==> config.mk <==
export PLATFORM = sky130hd
export DESIGN_NAME = leg_lite_single_flat
export DESIGN_NICKNAME = d
export VERILOG_FILES = /design/src/rtl/leg_lite_pkg.sv /design/src/rtl/leg_lite_if.sv /design/src/rtl/leg_lite_regfile.sv /design/src/rtl/leg_lite_single.sv /design/src/flat_wrapper.sv
export SDC_FILE = /design/constraint.sdc
export NUM_CORES = 1
export LEC_CHECK = 0
export CORE_AREA = 2 2 156 158
export DETAILED_ROUTE_END_ITERATION = 10
export DIE_AREA = 0 0 158 160
export GPL_TIMING_DRIVEN = 0
export SYNTH_ARGS = -nofsm -noshare
export SYNTH_HDL_FRONTEND = slang
export SYNTH_SLANG_ARGS = --single-unit
export TNS_END_PERCENT = 10
==> constraint.sdc <==
create_clock -name clock -period 11.15 [get_ports clock]
set_input_delay 3.345 -clock clock [delete_from_list [all_inputs] [get_ports clock]]
set_output_delay 3.345 -clock clock [all_outputs]
set_load 0.01 [all_outputs]
==> src/rtl/leg_lite_pkg.sv <==
// Shared constants for the LEGLite single-cycle core: opcodes, instruction
// field positions and the zero-register index.
package leg_lite_pkg;

    localparam logic [2:0] OP_ADD  = 3'b000;
    localparam logic [2:0] OP_SUB  = 3'b001;
    localparam logic [2:0] OP_AND  = 3'b010;
    localparam logic [2:0] OP_ADDI = 3'b011;
    localparam logic [2:0] OP_LDUR = 3'b100;
    localparam logic [2:0] OP_STUR = 3'b101;
    localparam logic [2:0] OP_CBZ  = 3'b110;
    localparam logic [2:0] OP_B    = 3'b111;

    localparam int F_OP_HI    = 15;
    localparam int F_OP_LO    = 13;
    localparam int F_RM_HI    = 12;
    localparam int F_RM_LO    = 10;
    localparam int F_IMM7_HI  = 12;
    localparam int F_IMM7_LO  = 6;
    localparam int F_RN_HI    = 5;
    localparam int F_RN_LO    = 3;
    localparam int F_RT_HI    = 2;
    localparam int F_RT_LO    = 0;
    localparam int F_IMM13_HI = 12;

    localparam logic [2:0] XZR = 3'd7;

    // Branch offsets are in halfwords; scale to a byte offset.
    function automatic logic [15:0] sext7_x2(input logic [6:0] v);
        return {{8{v[6]}}, v, 1'b0};
    endfunction

    function automatic logic [15:0] sext13_x2(input logic [12:0] v);
        return {{2{v[12]}}, v, 1'b0};
    endfunction

endpackage

==> src/rtl/leg_lite_if.sv <==
// Instruction-fetch and data-memory bus between the core (master) and the
// external ROM / data memory / I/O block (slave).
interface leg_lite_if;
    logic [15:0] iaddr;
    logic [15:0] idata;
    logic [15:0] draddr;
    logic [15:0] drdata;
    logic [15:0] dwdata;
    logic [15:0] alu_out;
    logic        dwrite;
    logic        dread;

    modport master (
        output iaddr, draddr, dwrite, dread, dwdata, alu_out,
        input  idata, drdata
    );

    modport slave (
        input  iaddr, draddr, dwrite, dread, dwdata, alu_out,
        output idata, drdata
    );
endinterface

==> src/rtl/leg_lite_regfile.sv <==
// 8 x 16 register file: two asynchronous read ports, one synchronous write
// port, synchronous reset. Index 7 is the zero register.
module leg_lite_regfile
    import leg_lite_pkg::*;
(
    input  logic        clock,
    input  logic        reset,
    input  logic [2:0]  raddr_a,
    input  logic [2:0]  raddr_b,
    output logic [15:0] rdata_a,
    output logic [15:0] rdata_b,
    input  logic        we,
    input  logic [2:0]  waddr,
    input  logic [15:0] wdata
);

    logic [15:0] regs [0:7];

    always_ff @(posedge clock) begin
        if (reset) begin
            for (int i = 0; i < 8; i++) regs[i] <= '0;
        end else if (we && (waddr != XZR)) begin
            regs[waddr] <= wdata;
        end
    end

    assign rdata_a = (raddr_a == XZR) ? 16'h0000 : regs[raddr_a];
    assign rdata_b = (raddr_b == XZR) ? 16'h0000 : regs[raddr_b];

endmodule

==> src/rtl/leg_lite_single.sv <==
// Single-cycle 16-bit LEGLite core: fetch, decode, execute, memory access and
// writeback all complete within one clock; state is the PC and register file.
module leg_lite_single
    import leg_lite_pkg::*;
(
    input  logic        clock,
    input  logic        reset,
    leg_lite_if.master  bus
);

    logic [15:0] pc;
    logic [15:0] pc_next;
    logic [2:0]  op;
    logic [2:0]  rm;
    logic [2:0]  rn;
    logic [2:0]  rt;
    logic [6:0]  imm7;
    logic [12:0] imm13;
    logic [2:0]  raddr_b;
    logic [15:0] rdata_a;
    logic [15:0] rdata_b;
    logic [15:0] alu;
    logic [15:0] wdata;
    logic        reg_we;

    assign op    = bus.idata[F_OP_HI:F_OP_LO];
    assign rm    = bus.idata[F_RM_HI:F_RM_LO];
    assign imm7  = bus.idata[F_IMM7_HI:F_IMM7_LO];
    assign rn    = bus.idata[F_RN_HI:F_RN_LO];
    assign rt    = bus.idata[F_RT_HI:F_RT_LO];
    assign imm13 = bus.idata[F_IMM13_HI:0];

    // Port B reads rm for register-register ops, otherwise rt (store data / CBZ test).
    assign raddr_b = (op == OP_ADD || op == OP_SUB || op == OP_AND) ? rm : rt;

    leg_lite_regfile u_regfile (
        .clock   (clock),
        .reset   (reset),
        .raddr_a (rn),
        .raddr_b (raddr_b),
        .rdata_a (rdata_a),
        .rdata_b (rdata_b),
        .we      (reg_we),
        .waddr   (rt),
        .wdata   (wdata)
    );

    always_comb begin
        alu = rdata_b;
        case (op)
            OP_ADD:  alu = rdata_a + rdata_b;
            OP_SUB:  alu = rdata_a - rdata_b;
            OP_AND:  alu = rdata_a & rdata_b;
            OP_ADDI: alu = rdata_a + {9'b0, imm7};
            OP_LDUR,
            OP_STUR: alu = rdata_a + {{9{imm7[6]}}, imm7};
            default: alu = rdata_b;
        endcase
    end

    assign reg_we = !reset && (op == OP_ADD || op == OP_SUB || op == OP_AND ||
                               op == OP_ADDI || op == OP_LDUR);
    assign wdata  = (op == OP_LDUR) ? bus.drdata : alu;

    always_comb begin
        pc_next = pc + 16'd2;
        if (op == OP_B)
            pc_next = pc + sext13_x2(imm13);
        else if (op == OP_CBZ && rdata_b == 16'h0000)
            pc_next = pc + sext7_x2(imm7);
    end

    always_ff @(posedge clock) begin
        if (reset) pc <= '0;
        else       pc <= pc_next;
    end

    assign bus.iaddr   = pc;
    assign bus.alu_out = alu;
    assign bus.draddr  = alu;
    assign bus.dwdata  = rdata_b;
    assign bus.dread   = (op == OP_LDUR);
    assign bus.dwrite  = (op == OP_STUR) && !reset;

endmodule

==> src/flat_wrapper.sv <==
// flat-port wrapper written by rule: the top's interface ports become plain ports
module leg_lite_single_flat import leg_lite_pkg::*;
  (clock, reset, bus_iaddr, bus_draddr, bus_dwrite, bus_dread, bus_dwdata, bus_alu_out, bus_idata, bus_drdata);
  leg_lite_if bus_i ();
  input  logic clock;
  input  logic reset;
  output wire logic [$bits(bus_i.iaddr)-1:0] bus_iaddr;
  output wire logic [$bits(bus_i.draddr)-1:0] bus_draddr;
  output wire logic [$bits(bus_i.dwrite)-1:0] bus_dwrite;
  output wire logic [$bits(bus_i.dread)-1:0] bus_dread;
  output wire logic [$bits(bus_i.dwdata)-1:0] bus_dwdata;
  output wire logic [$bits(bus_i.alu_out)-1:0] bus_alu_out;
  input wire logic [$bits(bus_i.idata)-1:0] bus_idata;
  input wire logic [$bits(bus_i.drdata)-1:0] bus_drdata;
  assign bus_iaddr = bus_i.iaddr;
  assign bus_draddr = bus_i.draddr;
  assign bus_dwrite = bus_i.dwrite;
  assign bus_dread = bus_i.dread;
  assign bus_dwdata = bus_i.dwdata;
  assign bus_alu_out = bus_i.alu_out;
  assign bus_i.idata = bus_idata;
  assign bus_i.drdata = bus_drdata;
  leg_lite_single u_core (.clock(clock), .reset(reset), .bus(bus_i));
endmodule
Word level (Yosys, flattened, before mapping)
Memory sizes are Yosys's and may differ from the RTL's.
Cells that the tools add are included.
{"block": "classes", "eq_ne": 10, "n_reduce_logical": 13, "add_sub_neg": 7, "bitwise": 1, "mux": 15}
{"cell": "16-bit two-way mux", "n": 6}
{"cell": "16-bit case mux with 5 select lines", "n": 1}
{"cell": "16-bit adder", "n": 4}
{"cell": "3-bit == test, second input constant", "n": 6}
{"cell": "16-bit by 2-bit adder with 16-bit output, second input constant", "n": 1}
{"cell": "16-bit by 7-bit adder with 16-bit output", "n": 1}
{"cell": "16-bit AND", "n": 1}
{"cell": "16-bit zero test", "n": 1}
{"cell": "16-bit OR reduction", "n": 1}
{"cell": "16-bit subtractor", "n": 1}
{"cell": "3-bit by 2-bit == test with 1-bit output, second input constant", "n": 2}
{"cell": "1-bit two-way mux", "n": 6}
{"cell": "3-bit two-way mux", "n": 2}
{"cell": "1-bit logical AND", "n": 4}
{"cell": "1-bit logical OR", "n": 4}
{"cell": "3-bit by 1-bit == test with 1-bit output, second input constant", "n": 1}
{"cell": "3-bit zero test", "n": 1}
{"cell": "3-bit != test, second input constant", "n": 1}
{"cell": "2-bit OR reduction", "n": 1}
{"cell": "1-bit zero test", "n": 1}
{"block": "word_totals", "regBits": 16, "wordCells": 48, "ramBits": 128, "inputBits": 34, "output_inout_bits": 66, "memories": 1}
{"memory": "u_core.u_regfile.regs", "words": 8, "word_bits": 16, "read_ports": 2, "rd_clocked_by_memory_dff": 0, "wr": 8, "line_no": "leg_lite_regfile.sv:17", "text": "logic [15:0] regs [0:7];"}

Logic depth before layout (Yosys ltp)
{"block": "depth", "ltp_word": 12, "ltp_mapped": 31, "ltp_nobuf": 26}

Modules after synthesis
Synthesis repeated with hierarchy kept, for this count alone.
{"block": "hier_totals", "cells_unflattened": 973, "area_unflattened_um2": 9571.7}
{"module": "leg_lite_regfile", "instances": 1, "seq_area_each_um2": 3393.3, "cells_each": 506, "area_per_inst_um2": 6286.0}
{"module": "leg_lite_single", "instances": 1, "seq_area_each_um2": 300.3, "cells_each": 467, "area_per_inst_um2": 3285.7}

Least setup slack after synthesis
OpenSTA, ideal clock, no wires.
{"block": "synth_path", "path_type": "input to output", "from": "input bus_idata[13]", "to": "output bus_draddr[15]", "n_path_buf": 5, "required_ps": 7805, "path_slack_ps": -286, "t_arrival_ps": 8091, "cell_stages": 28, "path_cell_list": "buf_6 a21o_1 mux2_4 buf_6 buf_6 buf_2 nand2_1 a21oi_1 a21oi_1 nand2_1 o21ai_0 ha_1 a21bo_2 or4b_4 nand2b_1 o21ai_0 a21oi_1 ha_1 nand3_1 nand2_1 a41oi_1 nor4b_1 o41ai_1 nand3_1 nand2_1 xor2_1 a22o_1 buf_4"}
{"block": "synth_between", "elab_chain_cells": 8, "word_cells_on_any_way": 17, "classes_between": "add/sub (2); eq/ne (6); mux (3); bitwise (1); reduce/logical (4); memory (1)"}
{"item": "start: declaration", "line_no": "flat_wrapper.sv:13", "text": "input wire logic [$bits(bus_i.idata)-1:0] bus_idata;"}
{"item": "3-bit by 1-bit == test with 1-bit output or 3-bit zero test (tied branches)", "line_no": "leg_lite_single.sv:34, leg_lite_single.sv:50"}
{"item": "1-bit logical OR (2 in a row)", "line_no": "leg_lite_single.sv:34", "text": "assign raddr_b = (op == OP_ADD || op == OP_SUB || op == OP_AND) ? rm : rt;"}
{"item": "3-bit two-way mux", "line_no": "leg_lite_single.sv:34"}
{"item": "memory read 8 x 16 bit or 3-bit == test (tied branches)"}
{"item": "16-bit two-way mux", "line_no": "leg_lite_regfile.sv:28", "text": "assign rdata_b = (raddr_b == XZR) ? 16'h0000 : regs[raddr_b];"}
{"item": "16-bit subtractor, or another cell as far along", "line_no": "leg_lite_single.sv:52", "text": "OP_SUB: alu = rdata_a - rdata_b;"}
{"item": "16-bit case mux with 5 select lines (*)", "line_no": "leg_lite_single.sv:50", "text": "case (op)"}
{"item": "end: declaration", "line_no": "flat_wrapper.sv:8", "text": "output wire logic [$bits(bus_i.draddr)-1:0] bus_draddr;"}
Mark *: on every way between the ends. The rest lies on a longest branch, timed or not.

Worst setup path in the final report
{"block": "layout_path", "from": "input bus_idata[14]", "to": "output bus_draddr[15]"}
Same word-level chain as after synthesis.

==> metrics.txt <==
# TYPE chip_impl_metric gauge
chip_impl_metric{name="p_per_area",unit="nW/um^2"} 146
chip_impl_metric{name="initialDrtViolationCount",unit=""} 876
chip_impl_metric{name="drive_gt1_frac",unit=""} 0.223
chip_impl_metric{name="final.period_utilization",unit=""} 1.02
chip_impl_metric{name="synthMuxAreaShare",unit=""} 0.145
chip_impl_metric{name="synth_enable_flop_cells",unit=""} 113
chip_impl_info{name="layout.cells.most_common",value="sky130_fd_sc_hd__nor2_1"} 1
chip_impl_metric{name="drcViolationCount",unit=""} 0
chip_impl_metric{name="yosys.area_share.xor_xnor",unit=""} 0.0251
chip_impl_metric{name="vdd.ir_drop.worst",unit="V"} 0.0000712
chip_impl_info{name="setup_repair_after_global_routing_missed_its_margin",value="yes"} 1
chip_impl_metric{name="placement_rows",unit=""} 57
chip_impl_metric{name="maxSlewViolCount",unit=""} 0
chip_impl_metric{name="syn_area_per_cell",unit="um^2"} 9.49
chip_impl_metric{name="area.growth.synth_to_final",unit="%"} 31.1
chip_impl_metric{name="compound_cell_area_share_of_the_yosys_netlist",unit=""} 0.170
chip_impl_metric{name="postSynth.asyncResetShare",unit=""} 0
chip_impl_metric{name="total_leakage_power",unit="nW"} 4.86
chip_impl_metric{name="timing_worst_slew_pin_value",unit="ns"} 1.01
chip_impl_metric{name="critPathArrivalTime",unit="ns"} 8.02
chip_impl_metric{name="gp_routability_congestion",unit=""} 0.931
chip_impl_metric{name="synth_adder_area_share",unit=""} 0.0471
chip_impl_info{name="synth_top_family_by_area",value="compound AO/OA/AOI/OAI gates"} 1
chip_impl_metric{name="ctsLongestPathBuffers",unit=""} 2
chip_impl_info{name="run_status",value="complete, but fails checks"} 1
chip_impl_metric{name="buffer_ports.inserted",unit=""} 92
chip_impl_metric{name="max_clock_freq",unit="MHz"} 88.0
chip_impl_metric{name="synth-seq-area-share",unit=""} 0.395
chip_impl_metric{name="route.detailed.wl_per_inst",unit="um"} 22.3
chip_impl_metric{name="track_usage",unit=""} 0.264
chip_impl_info{name="hold_start",value="u_core.bus.iaddr[1]$_SDFF_PP0_"} 1
chip_impl_info{name="r2r-start",value="u_core.u_regfile.regs[2][1]$_SDFFCE_PN0P_"} 1
chip_impl_metric{name="worst-r2r-cell-count",unit=""} 24
chip_impl_metric{name="slew_headroom",unit=""} 0.308
chip_impl_metric{name="drv.max_cap_violation_count",unit=""} 0
chip_impl_metric{name="vias",unit=""} 8541
chip_impl_metric{name="via_count_of_the_first_global_routing_pass",unit=""} 8151
chip_impl_metric{name="cts_inserted_buffers",unit=""} 17
chip_impl_metric{name="area.sequential",unit="um^2"} 3690
chip_impl_info{name="synth-main-ff-cell",value="sky130_fd_sc_hd__edfxtp_1"} 1
chip_impl_metric{name="crit_path_max_fanout",unit=""} 6
chip_impl_metric{name="detail-route-antenna-nets",unit=""} 0
chip_impl_info{name="critical_path_class",value="in2out"} 1
chip_impl_metric{name="antenna-diode-count",unit=""} 0
chip_impl_metric{name="synth.cell_area",unit="um^2"} 9360
chip_impl_info{name="failed_checks",value="negative setup slack"} 1
chip_impl_metric{name="worstHoldPathCells",unit=""} 2
chip_impl_metric{name="ports_placed_on_the_boundary",unit=""} 100
chip_impl_info{name="hold_path.class",value="reg2reg"} 1
chip_impl_metric{name="floorplan.die_area",unit="um^2"} 25300
chip_impl_metric{name="dpl.hpwl",unit="um"} 23800
chip_impl_metric{name="layout_setup_ws",unit="ns"} -0.219
chip_impl_metric{name="post_drt_via_cell_ratio",unit=""} 5.77
chip_impl_metric{name="detail_route.first_pass.iterations",unit=""} 5
chip_impl_info{name="timing.hold.worst_endpoint",value="u_core.bus.iaddr[1]$_SDFF_PP0_"} 1
chip_impl_metric{name="grt_max_degree",unit=""} 17
chip_impl_metric{name="core",unit="um^2"} 23800
chip_impl_info{name="critical_path.startpoint_type",value="input pin"} 1
chip_impl_info{name="cts_tree",value="yes"} 1
chip_impl_metric{name="total_global_routing_overflow",unit=""} 0
chip_impl_metric{name="sum_of_routed_wire_length_over_all_layers",unit="um"} 33000
chip_impl_info{name="cts_root_buf",value="sky130_fd_sc_hd__clkbuf_16"} 1
chip_impl_metric{name="clock_tree.htree_level_count",unit=""} 4
chip_impl_metric{name="clk_latency",unit="ns"} 0.44
chip_impl_info{name="critical_path.endpoint_type",value="primary output"} 1
chip_impl_metric{name="grt_first_pass_wirelength",unit="um"} 49300
chip_impl_metric{name="reg2reg_setup_slack",unit="ns"} 5.14
chip_impl_metric{name="synth.yosys.warnings",unit=""} 0
chip_impl_metric{name="critical_path_required",unit="ns"} 7.81
chip_impl_metric{name="cts.reportedPaths.clkPinSlew",unit="ns"} 0.06
chip_impl_info{name="final_cell_mix",value="sky130_fd_sc_hd__nor2_1, sky130_fd_sc_hd__edfxtp_1, sky130_fd_sc_hd__nand2_1"} 1
chip_impl_info{name="reg2reg_to",value="u_core.bus.iaddr[15]$_SDFF_PP0_"} 1
chip_impl_metric{name="setup-tns-final",unit="ns"} -1.20
chip_impl_metric{name="count_of_endpoints_failing_setup_in_the_final_report",unit=""} 9
chip_impl_metric{name="skew",unit="ns"} 0.0181
chip_impl_metric{name="ys_seq_elements",unit=""} 128
chip_impl_metric{name="final.min_clock_period",unit="ns"} 11.37
chip_impl_metric{name="synth_simple_gate_area_frac",unit=""} 0.161
chip_impl_metric{name="die_height",unit="um"} 160
chip_impl_metric{name="initial_core_utilization",unit=""} 0.393
chip_impl_metric{name="initial_antenna_violation_count",unit=""} 0
chip_impl_metric{name="final_count_of_hold_timing_violations",unit=""} 0
chip_impl_metric{name="postSynthCellCount",unit=""} 986
chip_impl_metric{name="synth.lib_cells_used.distinct",unit=""} 73
chip_impl_metric{name="final_util",unit=""} 0.515
chip_impl_metric{name="multi_input_area",unit="um^2"} 5680
chip_impl_metric{name="design.final.nets",unit=""} 1212
chip_impl_metric{name="chipWidth",unit="um"} 158
chip_impl_metric{name="tritoncts_num_sinks",unit=""} 128
chip_impl_metric{name="filler_cell_count",unit=""} 2209
==> report_power, final <==
group	switching, mW	internal [mW]
combinational	0.383	0.307
sequential	0.0159	0.548
clock	0.231	0.309
==> cells in the mapped netlist, drive strengths merged (3+ instances only) <==
master | count | area [um^2]
nor2 | 158 | 617
edfxtp | 113 | 3390
nand2 | 95 | 357
a21oi | 77 | 385
mux2i | 75 | 763
o21ai | 56 | 295
clkbuf | 44 | 165
buf | 32 | 250
ha | 32 | 400
inv | 31 | 116
nand2b | 20 | 125
mux2 | 18 | 214
mux4 | 17 | 383
nor2b | 17 | 106
nand3 | 16 | 80.1
dfxtp | 15 | 300
o21a | 14 | 105
xor2 | 14 | 130
nor3 | 13 | 65.1
a211oi | 12 | 95.1
xnor2 | 12 | 105
o32ai | 11 | 104
a21o | 10 | 75.1
a22oi | 8 | 65.1
a22o | 7 | 62.6
a31oi | 5 | 31.3
and2 | 5 | 31.3
o31ai | 5 | 37.5
o21bai | 4 | 30.0
o22ai | 4 | 25.0
o41ai | 4 | 42.6
a221oi | 3 | 26.3
and3 | 3 | 18.8
nand4 | 3 | 31.3
o211ai | 3 | 22.5
o22a | 3 | 26.3
o2bb2ai | 3 | 26.3
==> per-layer routing <==
layer,GRT usage,vias up,share of wire
met3,0.0486,56,0.087
met2,0.427,422,0.48
met5,0,-,0
met4,0.0880,0,0.025
met1,0.356,4168,0.41
li1,-,3895,-
==> layout make-up <==
cell class                 instances  share of cell area
multi-input combinational        752               0.463
sequential                       128               0.301
timing repair buffer             140               0.106
buffer                            74              0.0419
clock buffer                      18              0.0350
tap                              324              0.0330
clock inverter                    14              0.0109
inverter                          31             0.00948
==> critical path, stage by stage <==
cell and delay [ns]:
sky130_fd_sc_hd__buf_8 0.10, sky130_fd_sc_hd__a21o_4 0.24, sky130_fd_sc_hd__mux2_4 0.37, sky130_fd_sc_hd__buf_12 0.15
sky130_fd_sc_hd__buf_12 0.13, sky130_fd_sc_hd__nand2_4 0.06, sky130_fd_sc_hd__a21oi_2 0.04, sky130_fd_sc_hd__a21oi_1 0.11
sky130_fd_sc_hd__nand2_1 0.11, sky130_fd_sc_hd__o21ai_4 0.11, sky130_fd_sc_hd__ha_4 0.17, sky130_fd_sc_hd__a21bo_4 0.25
sky130_fd_sc_hd__or4b_4 0.52, sky130_fd_sc_hd__nand2b_4 0.17, sky130_fd_sc_hd__nand2_2 0.09, sky130_fd_sc_hd__a21oi_2 0.06
sky130_fd_sc_hd__a21oi_2 0.16, sky130_fd_sc_hd__ha_4 0.24, sky130_fd_sc_hd__buf_6 0.12, sky130_fd_sc_hd__a41oi_4 0.26
sky130_fd_sc_hd__nor4b_4 0.31, sky130_fd_sc_hd__o41ai_4 0.11, sky130_fd_sc_hd__nand3_2 0.12, sky130_fd_sc_hd__nand2_2 0.06
sky130_fd_sc_hd__xor2_1 0.17, sky130_fd_sc_hd__a22o_1 0.18, sky130_fd_sc_hd__buf_4 0.13, sky130_fd_sc_hd__buf_6 0.11
==> flip-flops by register name (all words and copies together) (netlist names) <==
register               cells
u_core.u_regfile.regs    113
u_core.bus.iaddr          15
==> cells by family (layout without fill, tap and decap cells) <==
family | after synthesis | in the layout
flops | 128 | 128
fa+ha+maj | 34 | 34
compound gates | 243 | 243
mux | 110 | 110
other cells | 1 | 2
xor+xnor | 26 | 26
simple gates | 337 | 337
buf+inv | 107 | 277
==> stage by stage <==
step | hold slack [ns] | cell area [um^2] | power [mW] | setup WS [ns] | cells
2_1_floorplan | 0.629 | 9410 | 0.924 | 0.0122 | 987
3_3_place_gp | 0.589 | 10700 | 1.16 | -1.99 | 1403
3_5_place_dp | 0.587 | 10700 | 1.16 | -1.97 | 1403
4_1_cts | 0.607 | 12100 | 1.77 | -0.291 | 1473
5_1_grt | 0.621 | 12300 | 1.86 | -0.400 | 1481
6_report | 0.601 | 12300 | 1.79 | -0.219 | 1481
==> worst max path at each step <==
stage,end,cells past startpoint,from,slack [ns]
2_1_floorplan,bus_draddr[15],28,bus_idata[13],0.01
3_3_place_gp,bus_draddr[15],29,bus_idata[14],-1.99
3_5_place_dp,bus_draddr[15],29,bus_idata[14],-1.97
4_1_cts,bus_draddr[15],27,bus_idata[13],-0.29
5_1_grt,bus_draddr[15],28,bus_idata[14],-0.40
6_report,bus_draddr[15],28,bus_idata[14],-0.22
==> what timing repair did <==
item                       CTS  global route
resized for setup          182            27
setup endpoints to repair   30            21
hold buffers                 0             0
pin swaps                   51            28
setup buffers               41             8
(Power assumes the default switching activity.)
